### config.mk
export PLATFORM = sky130hd
export DESIGN_NAME = axis_width_conv
export DESIGN_NICKNAME = d
export VERILOG_FILES = /design/src/rtl/axis_width_conv_pkg.sv /design/src/rtl/axis_width_conv.sv
export SDC_FILE = /design/constraint.sdc
export NUM_CORES = 1
export LEC_CHECK = 0
export ABC_AREA = 0
export CAP_MARGIN = 0
export CORE_MARGIN = 2
export CORE_UTILIZATION = 44
export CTS_CLUSTER_DIAMETER = 100
export CTS_CLUSTER_SIZE = 8
export DETAILED_ROUTE_END_ITERATION = 8
export PLACE_DENSITY = 0.7
export SLEW_MARGIN = 20
export SYNTH_ARGS = -nofsm -noshare
export SYNTH_HDL_FRONTEND = slang
export SYNTH_SLANG_ARGS = --single-unit
### constraint.sdc
create_clock -name clk -period 6.2 [get_ports clk]
set_input_delay 1.24 -clock clk [delete_from_list [all_inputs] [get_ports clk]]
set_output_delay 1.24 -clock clk [all_outputs]
set_load 0.05 [all_outputs]
### src/rtl/axis_width_conv_pkg.sv
// axis_width_conv_pkg: shared types and elaboration-time helpers for the
// N-bit to M-bit stream width converter (ping-pong LCM-bit regrouping).
package axis_width_conv_pkg;

    // Default geometry: 8-bit words in, 5-bit words out, 40-bit groups.
    localparam int DEF_N   = 8;
    localparam int DEF_M   = 5;
    localparam int DEF_LCM = 40;

    // Identifies one of the two regrouping banks.
    typedef enum logic {
        BANK_A = 1'b0,
        BANK_B = 1'b1
    } bank_e;

    // Number of w-bit slots in an lcm-bit group.
    function automatic int slots(input int lcm, input int w);
        return lcm / w;
    endfunction

    // Width of an index counting 0..k-1; never narrower than one bit.
    function automatic int idx_width(input int k);
        return (k > 1) ? $clog2(k) : 1;
    endfunction

    // True when lcm is a positive whole multiple of w.
    function automatic bit is_multiple(input int lcm, input int w);
        return (w > 0) && (lcm >= w) && ((lcm % w) == 0);
    endfunction

    // The bank a pointer moves to after finishing its current one.
    function automatic bank_e other_bank(input bank_e b);
        return (b == BANK_A) ? BANK_B : BANK_A;
    endfunction

endpackage

### src/rtl/axis_width_conv.sv
// axis_width_conv: regroups a stream of N-bit words into M-bit words through
// two LCM-bit ping-pong banks, MSB-first. A packet start that lands mid-group
// replicates itself into the remaining slots, then opens the next group.
module axis_width_conv
    import axis_width_conv_pkg::*;
#(
    parameter int N   = DEF_N,
    parameter int M   = DEF_M,
    parameter int LCM = DEF_LCM
) (
    input  logic         clk,
    input  logic         rst,
    input  logic [N-1:0] s_axis_tdata,
    input  logic         s_axis_tfirst,
    input  logic         s_axis_tvalid,
    output logic         s_axis_tnext,
    output logic [M-1:0] m_axis_tdata,
    output logic         m_axis_tfirst,
    output logic         m_axis_tvalid,
    input  logic         m_axis_tnext
);

    localparam int K_IN  = slots(LCM, N);
    localparam int K_OUT = slots(LCM, M);
    localparam int IW    = idx_width(K_IN);
    localparam int OW    = idx_width(K_OUT);
    localparam int BW    = idx_width(LCM);

    // A group width that does not hold a whole number of either word size
    // cannot be regrouped; refuse to build.
    if (!is_multiple(LCM, N) || !is_multiple(LCM, M)) begin : g_bad_geometry
        $error("axis_width_conv: LCM=%0d must be a common multiple of N=%0d and M=%0d",
               LCM, N, M);
    end

    // Bank storage and bookkeeping.
    logic [LCM-1:0] r_bank [2];
    logic [1:0]     r_full;
    logic [1:0]     r_tfirst;
    bank_e          r_fill_ptr;
    bank_e          r_drain_ptr;
    logic [IW-1:0]  r_idx;
    logic [OW-1:0]  r_odx;

    // Fill-side decode.
    logic          w_fill_ok;
    logic          w_pad;
    logic          w_first_slot;
    logic          w_last_slot;
    logic [BW-1:0] w_wr_base;

    // Drain-side decode.
    logic          w_drain_valid;
    logic          w_xfer;
    logic          w_last_slice;
    logic [BW-1:0] w_rd_base;

    // A slot can be written whenever the current fill bank has room. A packet
    // start arriving past slot 0 is written as padding but left pending, so
    // the same word later lands in slot 0 of a fresh group.
    assign w_fill_ok    = rst & s_axis_tvalid & ~r_full[r_fill_ptr];
    assign w_first_slot = (r_idx == IW'(0));
    assign w_pad        = ~w_first_slot & s_axis_tfirst;
    assign w_last_slot  = (r_idx == IW'(K_IN - 1));
    assign s_axis_tnext = w_fill_ok & ~w_pad;

    // Slot idx occupies bits [LCM-1-idx*N -: N]; expressed as an LSB offset.
    assign w_wr_base = BW'(LCM - N - (int'(r_idx) * N));

    // The drain bank presents a word whenever it holds a complete group.
    assign w_drain_valid = r_full[r_drain_ptr];
    assign w_xfer        = w_drain_valid & m_axis_tnext;
    assign w_last_slice  = (r_odx == OW'(K_OUT - 1));
    assign w_rd_base     = BW'(LCM - M - (int'(r_odx) * M));

    // Bank fill, bank drain and pointer advance; reset discards every group.
    always_ff @(posedge clk) begin
        if (!rst) begin
            r_bank[0]   <= '0;
            r_bank[1]   <= '0;
            r_full      <= 2'b00;
            r_tfirst    <= 2'b00;
            r_fill_ptr  <= BANK_A;
            r_drain_ptr <= BANK_A;
            r_idx       <= '0;
            r_odx       <= '0;
        end else begin
            if (w_fill_ok) begin
                r_bank[r_fill_ptr][w_wr_base +: N] <= s_axis_tdata;
                if (w_first_slot) begin
                    r_tfirst[r_fill_ptr] <= s_axis_tfirst;
                end else begin
                    r_tfirst[r_fill_ptr] <= r_tfirst[r_fill_ptr];
                end
                if (w_last_slot) begin
                    r_full[r_fill_ptr] <= 1'b1;
                    r_idx              <= '0;
                    r_fill_ptr         <= other_bank(r_fill_ptr);
                end else begin
                    r_idx <= r_idx + IW'(1);
                end
            end else begin
                r_idx <= r_idx;
            end

            // Fill and drain never target the same bank: fill needs a
            // not-full bank, drain needs a full one.
            if (w_xfer) begin
                if (w_last_slice) begin
                    r_full[r_drain_ptr] <= 1'b0;
                    r_odx               <= '0;
                    r_drain_ptr         <= other_bank(r_drain_ptr);
                end else begin
                    r_odx <= r_odx + OW'(1);
                end
            end else begin
                r_odx <= r_odx;
            end
        end
    end

    // Output slice select straight from bank state; zero when nothing is held.
    always_comb begin
        m_axis_tvalid = 1'b0;
        m_axis_tdata  = '0;
        m_axis_tfirst = 1'b0;
        if (w_drain_valid) begin
            m_axis_tvalid = 1'b1;
            m_axis_tdata  = r_bank[r_drain_ptr][w_rd_base +: M];
            m_axis_tfirst = r_tfirst[r_drain_ptr] & (r_odx == OW'(0));
        end else begin
            m_axis_tvalid = 1'b0;
            m_axis_tdata  = '0;
            m_axis_tfirst = 1'b0;
        end
    end

endmodule

==> out/metrics.csv <==
stage,metric,value,unit
outcome,status,"complete, no violations",
yosys,Post-Synthesis Cells,537,
yosys,Synth Cell Area,0.00585,sq mm
routing,WL/cell,18.6,um
power_and_ir_drop,Max VDD drop,0.131,mV
clocking,clock sink total,93,
setup_path,"slowest stage cell, crit path",fa_1,
timing,Final Cycle Share,84.0,%
setup_path,worst reg2reg setup slack,2990,ps
global_routing,Total Routing Usage GR,20.1,%
routing,via/cell ratio,5.82,
worst_hold_path,hold path cells,2,
yosys,Synth Area in Compound Gates,8.89,%
timing,Tightest Pin Transition,839,ps
yosys,Synthesized Nets,567,
timing,Final setup viols,0,
yosys,Yosys top cell area share,41.0,%
power_and_ir_drop,power share of the combinational group,8.0,%
routing,drt drc,0,
clocking,hold buffers post-CTS,0,
routing,via count,4208,
setup_path,Reg2Reg Depth,8,
global_routing,first-pass GRT wire length,22100,um
clocking,clk_lat worst skew,350,ps
routing,Routed WL,13500,um
yosys,Synth area leader,edfxtp_1,
floorplanning,Die Area,0.0142,sq mm
setup_path,R2R Path End,r_bank[1][17],
setup_path,CP endpoint kind,output port,
setup_path,Worst path top cell family by delay,adder cells,
yosys,Synth Area in Simple Gates,18.4,%
timing,Final Skew,7.80,ps
finish,diode count,0,
finish,Area Overhead vs Synth,10.4,%
yosys,Post-synth EDFFs,80,
global_routing,initial antenna violation count,0,
global_routing,vias in the first global route,4143,
finish,# fillers,1153,
finish,Storage cell area,0.00266,sq mm
power_and_ir_drop,Sw Ratio,21.2,%
floorplanning,die height,119,um
routing,DRT antenna net count,0,
timing,Min Hold Slack,527,ps
power_and_ir_drop,pwr dens,223,mW/mm^2
floorplanning,num ports,21,
timing,RSZ-0062 raised after global routing,no,
yosys,async set or reset register ratio after synthesis,0,%
clocking,H-tree levels,3,
timing,time the worst path needs with I/O delays and setup,5210,ps
yosys,"top cells by area, synth","edfxtp_1 41%, mux2i_1 7.7%, mux4_2 6.2%",
routing,Pre-Repair DR Iteration Count,5,
yosys,Synth Area in XOR/XNOR,0.599,%
routing,1st-iter DRT viols,564,
setup_path,CP Class,reg -> out,
yosys,"Top FF cell, synth",edfxtp_1,
yosys,Post-Synth Adder-Cell Area,3.76,%
setup_path,required time worst endpoint,4960,ps
global_routing,pin count of the biggest net entering global routing,48,
finish,layout cells sized above 1,13.2,%
place,I/O Buffers,20,
job,maxcap violations,0,
clocking,CTS tree,yes,
power_and_ir_drop,Sw Pwr,0.306,mW
timing,Slew HR,44.1,%
setup_path,WP data arrival,3970,ps
yosys,largest family of logic cells by synthesized area,multiplexers,
power_and_ir_drop,Flop pwr share,49.4,%
finish,design area,0.00646,sq mm
power_and_ir_drop,Leakage,2.39,nW
setup_path,worst path cell trace,"ha_1, fa_1, clkinv_1, mux4_2, mux2i_1, o211ai_1, clkdlybuf4s50_1",
yosys,Seq cells post-synth,93,
yosys,"Seq/Total Area, Yosys",45.5,%
finish,"commonest cells after routing, fill and taps aside","80 x edfxtp_1, 79 x nor2_1, 49 x nand2_1, 45 x mux2i_1",
timing,Slew Limit Fails,0,
clocking,post-cts resize count,0,
yosys,Post-Syn Area per Cell,10.9,sq um
worst_hold_path,Hold Path Origin,r_idx[1],
place,routability congestion estimate from global placement,0.904,
power_and_ir_drop,clock power share,42.6,%
finish,Final nets,573,
worst_hold_path,Hold Path Class,reg -> reg,
yosys,Netlist cell types,63,
timing,final hold violation count,0,
floorplanning,Initial Utilization,44.6,%
timing,Max Freq,192,MHz
worst_hold_path,Hold Path End,r_idx[1],
finish,"commonest non-fill, non-tap cell in the layout",edfxtp_1,
floorplanning,DIE WIDTH,119,um
clocking,clock-pin slew on the worst setup and hold paths,70,ps
floorplanning,row cnt,42,
setup_path,worst path bufs/invs,2,
global_routing,grt total ovfl,0,
floorplanning,Core ar.,0.0131,sq mm
finish,multi-input logic area,0.00296,sq mm
clocking,setup bufs post-CTS,0,
place,placed cell area,0.00613,sq mm
yosys,post-synthesis mux area share,18.9,%
power_and_ir_drop,Pint,1.13,mW
setup_path,reg2reg start,r_idx[0],
clocking,CTS Root Cell,clkbuf_16,
yosys,Synth Warn #,0,
power_and_ir_drop,total power,1.44,mW
clocking,largest buffer count on any clock path,2,
setup_path,"critical path fanouts, max",16,
clocking,total CTS buffers,9,
place,post-DP HPWL,9920,um
timing,setup TNS,0,ps
setup_path,CP max stage delay,900,ps
setup_path,Worst setup SP type,flip-flop,
==> flip-flops by register name (all words and copies together), names as in the netlist, named ones only <==
register,flops
r_tfirst,2
r_idx,3
r_fill_ptr,1
r_full,2
r_drain_ptr,1
r_odx,3
r_bank,80
==> tightest hold or removal path: cells and delay by family (launching register included) <==
kind / cells / cell delay, ps
and+or+nand+nor: 1 / 70
DFF: 1 / 350
AOI/OAI and AO/OA: 1 / 70
==> per-stage QoR <==
step / util (%) / std cells / worst slack, ps
5_1_grt: 49.2 / 723 / 823
2_1_floorplan: - / 537 / 1810
3_3_place_gp: 46.7 / 708 / 1510
6_report: 49.2 / 723 / 994
3_5_place_dp: 46.7 / 708 / 1400
4_1_cts: 49.2 / 723 / 1040
==> cell type report <==
class                      count  share of cell area, %
tap                          176                   3.41
timing repair buffer          26                   3.72
clock inverter                 5                   1.55
sequential                    93                   41.2
multi-input combinational    401                   45.9
inverter                      12                  0.697
clock buffer                  10                   3.54
==> how the worst max path moves through the flow <==
stage             start  cells past startpoint               to
2_1_floorplan  r_odx[1]                      9  m_axis_tdata[0]
3_3_place_gp   r_odx[2]                      7  m_axis_tdata[2]
3_5_place_dp   r_odx[2]                      7  m_axis_tdata[2]
4_1_cts        r_odx[2]                      7  m_axis_tdata[2]
5_1_grt        r_odx[2]                      7  m_axis_tdata[2]
6_report       r_odx[2]                      7  m_axis_tdata[2]
==> power by group through the flow <==
| stage | logic, mW | registers (mW) | clock network (mW) |
|---|---|---|---|
| after global routing | 0.126 | 0.713 | 0.646 |
| after CTS | 0.115 | 0.711 | 0.617 |
| after floorplan | 0.0750 | 0.720 | 0 |
| after global placement | 0.113 | 0.722 | 0 |
| after detailed placement | 0.114 | 0.724 | 0 |
| final | 0.115 | 0.711 | 0.613 |
==> metal layers <==
metal  share of wire [%]  global-route usage [%]  vias up  wire [um]
met2                  46                    30.5      143       6230
met5                   0                       0        -          0
met3                 5.4                    3.78       25        726
li1                    -                       -     2010          -
met4                 2.8                    8.90        0        374
met1                  46                    28.2     2030       6130
==> synthesized netlist by cell type (3+ instances only) <==
cell type	count
a211o_1	3
a211oi_1	3
a21boi_0	3
a21oi_1	15
a31oi_1	8
and2_1	20
and3_1	20
buf_2	9
clkbuf_1	15
dfxtp_1	13
edfxtp_1	80
ha_1	16
inv_1	9
mux2_2	17
mux2_4	7
mux2i_1	45
mux4_2	16
nand2_1	49
nand2b_1	3
nand3_1	10
nand4_1	10
nor2_1	79
nor2b_1	9
nor3_1	5
o2111ai_1	3
o211ai_1	9
o21ai_0	8
o22ai_1	4
or3_1	3
xnor2_1	3
==> logic make-up (layout without fill, tap and decap cells) <==
| family | Yosys count | count (layout) |
|---|---|---|
| AND/OR/NAND/NOR | 221 | 221 |
| AO/OA/AOI/OAI | 74 | 74 |
| buffers and inverters | 43 | 53 |
| XOR/XNOR | 4 | 4 |
| flip-flops | 93 | 93 |
| multiplexers | 85 | 85 |
| adder cells (fa/ha/maj) | 17 | 17 |
Power figures use the tool's default switching activity.
